===== src/rtl/alu_pkg.sv =====
// alu_pkg
//   Definitions shared by the 16-bit ALU and its result-capture stage.
//   - opcode constants (stored verbatim as tags, never decoded here)
//   - flag bit positions inside the 3-bit flag field {C, V, Z}
//   - pack_flags(): builds that field from the three individual flags
package alu_pkg;

    localparam logic [3:0] OP_ADD = 4'b0000;
    localparam logic [3:0] OP_SUB = 4'b0001;
    localparam logic [3:0] OP_AND = 4'b0010;
    localparam logic [3:0] OP_OR  = 4'b0011;
    localparam logic [3:0] OP_XOR = 4'b0100;
    localparam logic [3:0] OP_SHL = 4'b0101;
    localparam logic [3:0] OP_SHR = 4'b0110;

    localparam int FLG_C  = 2;
    localparam int FLG_V  = 1;
    localparam int FLG_Z  = 0;
    localparam int FLAG_W = 3;

    function automatic logic [FLAG_W-1:0] pack_flags(input logic c, input logic v, input logic z);
        logic [FLAG_W-1:0] f;
        f        = '0;
        f[FLG_C] = c;
        f[FLG_V] = v;
        f[FLG_Z] = z;
        return f;
    endfunction

endpackage


===== src/rtl/alu_result_fifo_sat_counter.sv =====
// sat_counter
//   Saturating up-counter with synchronous clear.
//   Ports:
//     clk   - clock, rising edge
//     rst_n - asynchronous active-low reset, clears the count
//     clr   - synchronous clear
//     inc   - count one event; wins over clr (clr+inc gives 1)
//     q     - current count, holds at all-ones
module sat_counter #(
    parameter int W = 8
) (
    input  logic         clk,
    input  logic         rst_n,
    input  logic         clr,
    input  logic         inc,
    output logic [W-1:0] q
);

    logic [W-1:0] q_reg;
    logic [W-1:0] q_next;

    always_comb begin
        q_next = q_reg;
        if (inc) begin
            // A clear in the same cycle as an event restarts the count at 1
            if (clr) begin
                q_next = W'(1);
            end else if (q_reg != '1) begin
                q_next = q_reg + W'(1);
            end
        end else if (clr) begin
            q_next = '0;
        end
    end

    always_ff @(posedge clk or negedge rst_n) begin
        if (!rst_n) begin
            q_reg <= '0;
        end else begin
            q_reg <= q_next;
        end
    end

    assign q = q_reg;

endmodule


===== src/rtl/alu_result_fifo.sv =====
// alu_result_fifo
//   Captures ALU results (result, opcode tag, {C,V,Z} flags) into a small
//   synchronous FIFO and presents the oldest entry over valid/ready.
//   Also keeps sticky carry/overflow status and a saturating count of
//   overflow pushes.
//   Ports:
//     clk, rst_n                 - clock / async active-low reset
//     in_valid, in_ready         - producer handshake (in_ready = not full)
//     op, result, carry,
//     overflow, zero             - entry written on a push
//     out_valid, out_ready       - consumer handshake (out_valid = not empty)
//     out_result, out_op,
//     out_flags                  - head entry, flags {C,V,Z}
//     count                      - occupancy 0..DEPTH
//     clr_status                 - sync clear of sticky flags and counter
//     sticky_carry, sticky_ovf   - OR of flags pushed since last clear
//     ovf_cnt                    - saturating count of overflow pushes
module alu_result_fifo
    import alu_pkg::*;
#(
    parameter int WIDTH = 16,
    parameter int DEPTH = 4,
    parameter int CNT_W = 8
) (
    input  logic                    clk,
    input  logic                    rst_n,
    input  logic                    in_valid,
    output logic                    in_ready,
    input  logic [3:0]              op,
    input  logic [WIDTH-1:0]        result,
    input  logic                    carry,
    input  logic                    overflow,
    input  logic                    zero,
    output logic                    out_valid,
    input  logic                    out_ready,
    output logic [WIDTH-1:0]        out_result,
    output logic [3:0]              out_op,
    output logic [FLAG_W-1:0]       out_flags,
    output logic [$clog2(DEPTH):0]  count,
    input  logic                    clr_status,
    output logic                    sticky_carry,
    output logic                    sticky_ovf,
    output logic [CNT_W-1:0]        ovf_cnt
);

    localparam int AW      = $clog2(DEPTH);
    localparam int ENTRY_W = WIDTH + 4 + FLAG_W;
    localparam logic [AW:0] FULL_COUNT = (AW+1)'(DEPTH);

    logic [AW-1:0] wr_ptr_reg;
    logic [AW-1:0] rd_ptr_reg;
    logic [AW:0]   count_reg;
    logic [AW:0]   count_next;
    logic          sticky_carry_reg;
    logic          sticky_carry_next;
    logic          sticky_ovf_reg;
    logic          sticky_ovf_next;

    logic push;
    logic pop;

    logic [ENTRY_W-1:0]              wr_entry;
    logic [DEPTH-1:0][ENTRY_W-1:0]   mem_q;
    logic [ENTRY_W-1:0]              head;

    // Handshake outputs depend only on registered occupancy, so there is
    // no combinational path from in_valid/out_ready back to them.
    assign in_ready  = (count_reg != FULL_COUNT);
    assign out_valid = (count_reg != '0);

    assign push = in_valid && in_ready;
    assign pop  = out_valid && out_ready;

    assign wr_entry = {result, op, pack_flags(carry, overflow, zero)};

    // Storage: one register per entry; all entries reset so the head reads
    // zero out of reset.
    genvar gi;
    generate
        for (gi = 0; gi < DEPTH; gi++) begin : g_entry
            logic [ENTRY_W-1:0] entry_reg;

            always_ff @(posedge clk or negedge rst_n) begin
                if (!rst_n) begin
                    entry_reg <= '0;
                end else if (push && (wr_ptr_reg == AW'(gi))) begin
                    entry_reg <= wr_entry;
                end
            end

            assign mem_q[gi] = entry_reg;
        end
    endgenerate

    // Head is always read from rd_ptr, so outputs are stable even when empty
    assign head       = mem_q[rd_ptr_reg];
    assign out_result = head[ENTRY_W-1 -: WIDTH];
    assign out_op     = head[FLAG_W +: 4];
    assign out_flags  = head[FLAG_W-1:0];

    always_comb begin
        count_next = count_reg;
        case ({push, pop})
            2'b10:   count_next = count_reg + (AW+1)'(1);
            2'b01:   count_next = count_reg - (AW+1)'(1);
            default: count_next = count_reg;
        endcase
    end

    // Clear first, then a push ORs its flags back in: a push in the clear
    // cycle leaves its flags set.
    always_comb begin
        sticky_carry_next = clr_status ? 1'b0 : sticky_carry_reg;
        sticky_ovf_next   = clr_status ? 1'b0 : sticky_ovf_reg;
        if (push) begin
            sticky_carry_next = sticky_carry_next | carry;
            sticky_ovf_next   = sticky_ovf_next | overflow;
        end
    end

    always_ff @(posedge clk or negedge rst_n) begin
        if (!rst_n) begin
            wr_ptr_reg       <= '0;
            rd_ptr_reg       <= '0;
            count_reg        <= '0;
            sticky_carry_reg <= 1'b0;
            sticky_ovf_reg   <= 1'b0;
        end else begin
            // DEPTH is a power of two, so natural wrap gives modulo DEPTH
            if (push) begin
                wr_ptr_reg <= wr_ptr_reg + AW'(1);
            end
            if (pop) begin
                rd_ptr_reg <= rd_ptr_reg + AW'(1);
            end
            count_reg        <= count_next;
            sticky_carry_reg <= sticky_carry_next;
            sticky_ovf_reg   <= sticky_ovf_next;
        end
    end

    assign count        = count_reg;
    assign sticky_carry = sticky_carry_reg;
    assign sticky_ovf   = sticky_ovf_reg;

    sat_counter #(
        .W (CNT_W)
    ) u_ovf_cnt (
        .clk   (clk),
        .rst_n (rst_n),
        .clr   (clr_status),
        .inc   (push && overflow),
        .q     (ovf_cnt)
    );

endmodule


===== config.mk =====
export PLATFORM = sky130hd
export DESIGN_NAME = alu_result_fifo
export DESIGN_NICKNAME = d
export VERILOG_FILES = /design/src/rtl/alu_pkg.sv /design/src/rtl/alu_result_fifo_sat_counter.sv /design/src/rtl/alu_result_fifo.sv
export SDC_FILE = /design/constraint.sdc
export NUM_CORES = 1
export LEC_CHECK = 0
export CAP_MARGIN = 5
export CORE_MARGIN = 3
export CORE_UTILIZATION = 57
export DETAILED_ROUTE_END_ITERATION = 16
export PLACE_DENSITY_LB_ADDON = 0.05
export SYNTH_ARGS = -nofsm -noshare
export SYNTH_HDL_FRONTEND = slang
export SYNTH_SLANG_ARGS = --single-unit

===== constraint.sdc =====
create_clock -name clk -period 3.5 [get_ports clk]
set_input_delay 0.35 -clock clk [delete_from_list [all_inputs] [get_ports clk]]
set_output_delay 0.35 -clock clk [all_outputs]
set_load 0.005 [all_outputs]

==> impl_metrics.toml <==
[outcome]
status = "finished, final reports clean"

[logic_synthesis]
syn_nets = 356
seq_area_frac_synth_pct = 50.7
synth_flop_cell = "dfrtp_1"
synth_top_area_share_pct = 50.7
synth_area_leader_cell = "dfrtp_1"
syn-cell-area_um2 = 5380
synth_enable_flop_cells = 0
synth_common_cells = "109 x dfrtp_1, 80 x mux2_4, 23 x mux4_2"
synth_cell_types = 35
synth_compound_area_share_pct = 1.16
synth_top_family_by_area = "multiplexers"
synth_seq_cells = 109
synth_mux_area_share_pct = 35.1
synthAdderAreaFrac_pct = 1.77
syn_area_per_cell_um2 = 16.8
async_flop_share_pct = 100
yosysMostFrequentCell = "dfrtp_1"
synth-xor-area-share_pct = 0.977
synth_area_leaders = "dfrtp_1 51%, mux2_4 22%, mux4_2 9.6%"
yosys.area_share.simple_pct = 5.70
synthCells = 321
ys_warn_count = 0

[clock_network]
cts_tree = "done"
clock-sinks = 109
cts.clk_slew.worst_paths_ns = 0.10
cts_root_buf = "clkbuf_8"
clk_latency_ns = 0.36
cts_htree_levels = 3
hold_buffers = 0
cts_setup_buffers = 0
clk_path_buf_depth = 2
cts-resized-gates = 0
cts_made_buffers = 9

[routing]
viasPerCell = 5.72
drc = 0
postRouteAntennaNets = 0
drt-total-wl_mm = 9.71
wl_per_cell_um = 19.5
vias = 2852
drt_pass1_iterations = 4
dr.first_iter.drc_count = 89

[grt]
antenna_found_initial = 0
grt_first_pass_wirelength_mm = 16.2
grt_pass1_vias = 3102
grt_max_degree = 59
grt_use_total_pct = 20.2
overflow = 0

[sta]
hold_violations = 0
relSlewSlack_pct = 50.6
worst_slew_pin_slew_ns = 0.740
rsz0062_at_grt = "false"
fin_ws_ns = 0.840
setup_viol_count_final = 0
finClkSkew_ns = 0.00846
timing.fmax_mhz = 376
slew_violations = 0
fin_crit_sh_pct = 76.0
holdWs_ns = 0.0321
finalCriticalPeriod_ns = 2.66
setup_tns_ns = 0

[floorplan]
core_um2 = 8930
rows = 34
dieArea_um2 = 10600
die_w_um = 103
ios = 66
die_h_um = 103
start_util_pct = 60.2

[critical_path]
critPathMaxStageDelay_ns = 0.66
worstPathArrival_ns = 2.31
slowest_stage = "dfrtp_2"
reg2reg_slack_ns = 1.24
crit_chain = "buf_4 > mux4_2 > clkdlybuf4s50_1"
critPathKind = "reg -> out"
cp_max_fo = 13
required_ns = 3.15
startpoint_type = "flop"
setup.worst_path.end_class = "primary output"

[cells_and_area]
largest_register_ff_count = 92
n_antenna_cell = 0
drive_above_1_share_pct = 37.6
fillCellCount = 656
area_growth_pct = 15.0
final_nets = 421
regArea_um2 = 2730
multi_input_area_um2 = 2400

[placed_design]
port_buffers = 65
gp_congestion = 0.762
pre_cts_slack_ns = 1.18
hpwl_mm = 6.39

[power]
powerDensity_nw_per_um2 = 939
p_leak_nw = 2.83
peakVddDrop_mv = 0.474

[flow_run]
drv_cap = 0

[hold_path]
hp-class = "in -> async"
## kinds of logic (layout without fill, tap and decap cells)
| kind of cell | after synthesis | after routing |
|---|---|---|
| AO/OA/AOI/OAI | 11 | 11 |
| XOR/XNOR | 6 | 6 |
| adder cells (fa/ha/maj) | 7 | 7 |
| buffers and inverters | 26 | 96 |
| flip-flops | 109 | 109 |
| multiplexers | 118 | 118 |
| AND/OR/NAND/NOR | 44 | 44 |
## routing by layer
layer | vias to the layer above | GRT usage, % | share of wire (%)
met5 | - | 0 | 0
met4 | 0 | 4.38 | 0.84
met3 | 9 | 5.35 | 4.0
met2 | 61 | 31.7 | 49
met1 | 1485 | 28.7 | 46
li1 | 1297 | - | -
## path summary, 6_finish.rpt
check | from | cells after the start | end
max | rd_ptr_reg[0] | 3 | out_result[6]
max reg2reg | count[1] | 10 | count[2]
min in group clk | g_entry[3].entry_reg[22] | 1 | g_entry[3].entry_reg[22]
min reg2reg | g_entry[3].entry_reg[22] | 1 | g_entry[3].entry_reg[22]
min | rst_n | 1 | g_entry[1].entry_reg[5]
max in group asynchronous | rst_n | 2 | g_entry[2].entry_reg[1]
## where the power goes
| group | internal, mW | switching (mW) |
|---|---|---|
| combinational | 1.93 | 0.857 |
| clock | 0.352 | 0.407 |
| sequential | 1.86 | 0.404 |
## layout make-up
cell class                 count  share of cell area, %
sequential                   109                   44.1
timing repair buffer          70                   11.1
multi-input combinational    186                   38.9
clock buffer                  13                   2.41
tap                          108                   2.18
clock inverter                 3                  0.728
inverter                      10                  0.607
## layout by cell type (no fill, tap or decap), types with 4 or more instances in the layout
master / Yosys / layout
a21oi_1: 4 / 4
buf_4: 0 / 6
clkbuf_8: 0 / 10
clkdlybuf4s50_1: 0 / 64
dfrtp_1: 109 / 108
ha_1: 6 / 6
inv_1: 9 / 9
mux2_2: 14 / 14
mux2_4: 80 / 80
mux4_2: 23 / 23
nand2_1: 6 / 6
nand2_8: 4 / 4
nand3_1: 7 / 7
nor2_1: 8 / 8
o21ai_0: 4 / 4
## worst max-delay path: cells and delay by family, from the launching register on
family / cells / cell delay [ns]
buffers and inverters: 2 / 0.75
multiplexers: 1 / 0.53
flip-flops: 1 / 0.66
## per-stage QoR
step | cells | power, mW | area (um^2) | utilization [%]
2_1_floorplan | 321 | 4.18 | 5380 | -
3_3_place_gp | 483 | 5.03 | 5990 | 67.1
3_5_place_dp | 483 | 5.09 | 5990 | 67.1
4_1_cts | 499 | 5.88 | 6180 | 69.2
5_1_grt | 499 | 6.18 | 6180 | 69.2
6_report | 499 | 5.81 | 6180 | 69.2
(Power assumes the default switching activity.)
==> edit (same settings) <==
Change the package constant `FLAG_W` from 3 to 6.
--- a/src/rtl/alu_pkg.sv
+++ b/src/rtl/alu_pkg.sv
@@ -16,7 +16,7 @@
     localparam int FLG_C  = 2;
     localparam int FLG_V  = 1;
     localparam int FLG_Z  = 0;
-    localparam int FLAG_W = 3;
+    localparam int FLAG_W = 6;
 
     function automatic logic [FLAG_W-1:0] pack_flags(input logic c, input logic v, input logic z);
         logic [FLAG_W-1:0] f;
Ports: changed (resized out_flags); port bits go from 66 to 69. No check against the original RTL was run, so the function may have changed too.
==> edit against the unedited design <==
  * Setup slack better by 0.0038 ns
  * Design area down 1.4%
  * Total power down 1.3%
  * Synthesized area down 2.2%
  * Core utilization down 0.32 points
  * Synthesized cell count down 1.9%
  * Wire length down 4.5%
  * Sequential cell count unchanged
  * Critical path depth unchanged
  * Largest power group unchanged
  * Highest routed layer unchanged
==> edit: results (changes against the unedited design) <==
.. list-table::
   :header-rows: 1

   * - Metric
     - Value
   * - Run status
     - finished, final reports clean
   * - Drt initial violations
     - 85 (-4.5%)
   * - Number of different library cells in the post-synthesis netlist
     - 42 (+20%)
   * - GPL Wtd Cong
     - 0.698 (-8.4%)
   * - Number of nets in the final layout
     - 412 (-2.1%)
   * - Final WL
     - 9.28 mm (-4.5%)
   * - Post-detail-place hpwl
     - 5.86 mm (-8.3%)
   * - Post-Place Cell Area
     - 5890 um^2 (-1.7%)
   * - Synth area leaders
     - sky130_fd_sc_hd__dfrtp_1 52%, sky130_fd_sc_hd__mux2_4 17%, sky130_fd_sc_hd__mux4_2 9.8%
   * - Overall track demand over capacity in global routing
     - 19.7% (-0.51 points)
   * - Pleak
     - 2.75 nW (-3.0%)
   * - Via count of the first global-routing pass
     - 3039 (-2.0%)
   * - Largest net degree at the start of global routing
     - 68 (+15%)
   * - Fin Clk Skew
     - 0.0135 ns (+0.00503 ns)
   * - Global-route wire length before repair
     - 15.6 mm (-3.7%)
   * - Cell count of the worst reg-to-reg path
     - 10 (unchanged)
   * - Fill cell count
     - 647 (-1.4%)
   * - First drt pass iteration count
     - 4 (unchanged)
   * - Peak supply drop
     - 0.503 mV (+6.2%)
   * - Register area share after synthesis
     - 51.8% (+1.1 points)
   * - Count of yosys warnings during synthesis
     - 0 (unchanged)
   * - Total vias in the final route
     - 2817 (-1.2%)
   * - Transition time at the pin with the least slew margin
     - 0.840 ns (+0.0995 ns)
   * - Maximum root-to-sink buffer count
     - 2 (unchanged)
   * - Postcts setup bufs
     - 0 (unchanged)
   * - Proportion of layout cells with a drive suffix above 1
     - 38.2% (+0.62 points)
   * - Worst-path cell with the longest stage delay
     - sky130_fd_sc_hd__dfrtp_2
==> edit: layout make-up <==
cell class	instances	area share, %
sequential	109	44.8
inverter	9	0.554
clock inverter	6	1.15
timing repair buffer	69	11.3
tap	108	2.22
clock buffer	10	2.26
multi-input combinational	179	37.7
==> edit: cell families after synthesis <==
logic type / synth area share (%)
AOI/OAI and AO/OA: 2.28
xor gates and xnor gates: 0.999
adders and majority gates: 1.81
buffers and inverters: 4.59
DFF: 51.8
muxes: 34.2
other: 0.0713
and+or+nand+nor: 4.23
==> edit: power by group through the flow <==
stage	clock network [mW]	logic (mW)	registers, mW
6_report	0.793	2.69	2.24
2_1_floorplan	0	1.96	2.10
4_1_cts	0.822	2.73	2.25
3_3_place_gp	0	2.67	2.25
5_1_grt	0.873	2.90	2.33
3_5_place_dp	0	2.73	2.26
==> edit: worst paths after layout <==
kind / start / endpoint / slack (ns)
min in group clk: g_entry[2].entry_reg[2] / g_entry[2].entry_reg[2] / 0.51
max: rd_ptr_reg[0] / out_flags[0] / 0.84
max in group asynchronous: rst_n / g_entry[3].entry_reg[19] / 2.69
max reg2reg: count[0] / count[2] / 1.23
min reg2reg: g_entry[2].entry_reg[2] / g_entry[2].entry_reg[2] / 0.51
min: rst_n / g_entry[0].entry_reg[10] / 0.07
==> edit: per-stage QoR <==
step           worst slack (ns)  util (%)  cells
2_1_floorplan              1.32         -    317
3_3_place_gp               1.21      66.6    474
3_5_place_dp               1.18      66.6    474
4_1_cts                   0.761      68.9    490
5_1_grt                   0.679      68.9    490
6_report                  0.844      68.9    490
==> edit: layer usage <==
metal / track usage (%) / up-vias / wire (um)
met3: 4.51 / 7 / 268
met4: 5.05 / 0 / 63
li1: - / 1272 / -
met1: 27.5 / 1488 / 4380
met5: 0 / - / 0
met2: 31.5 / 50 / 4560
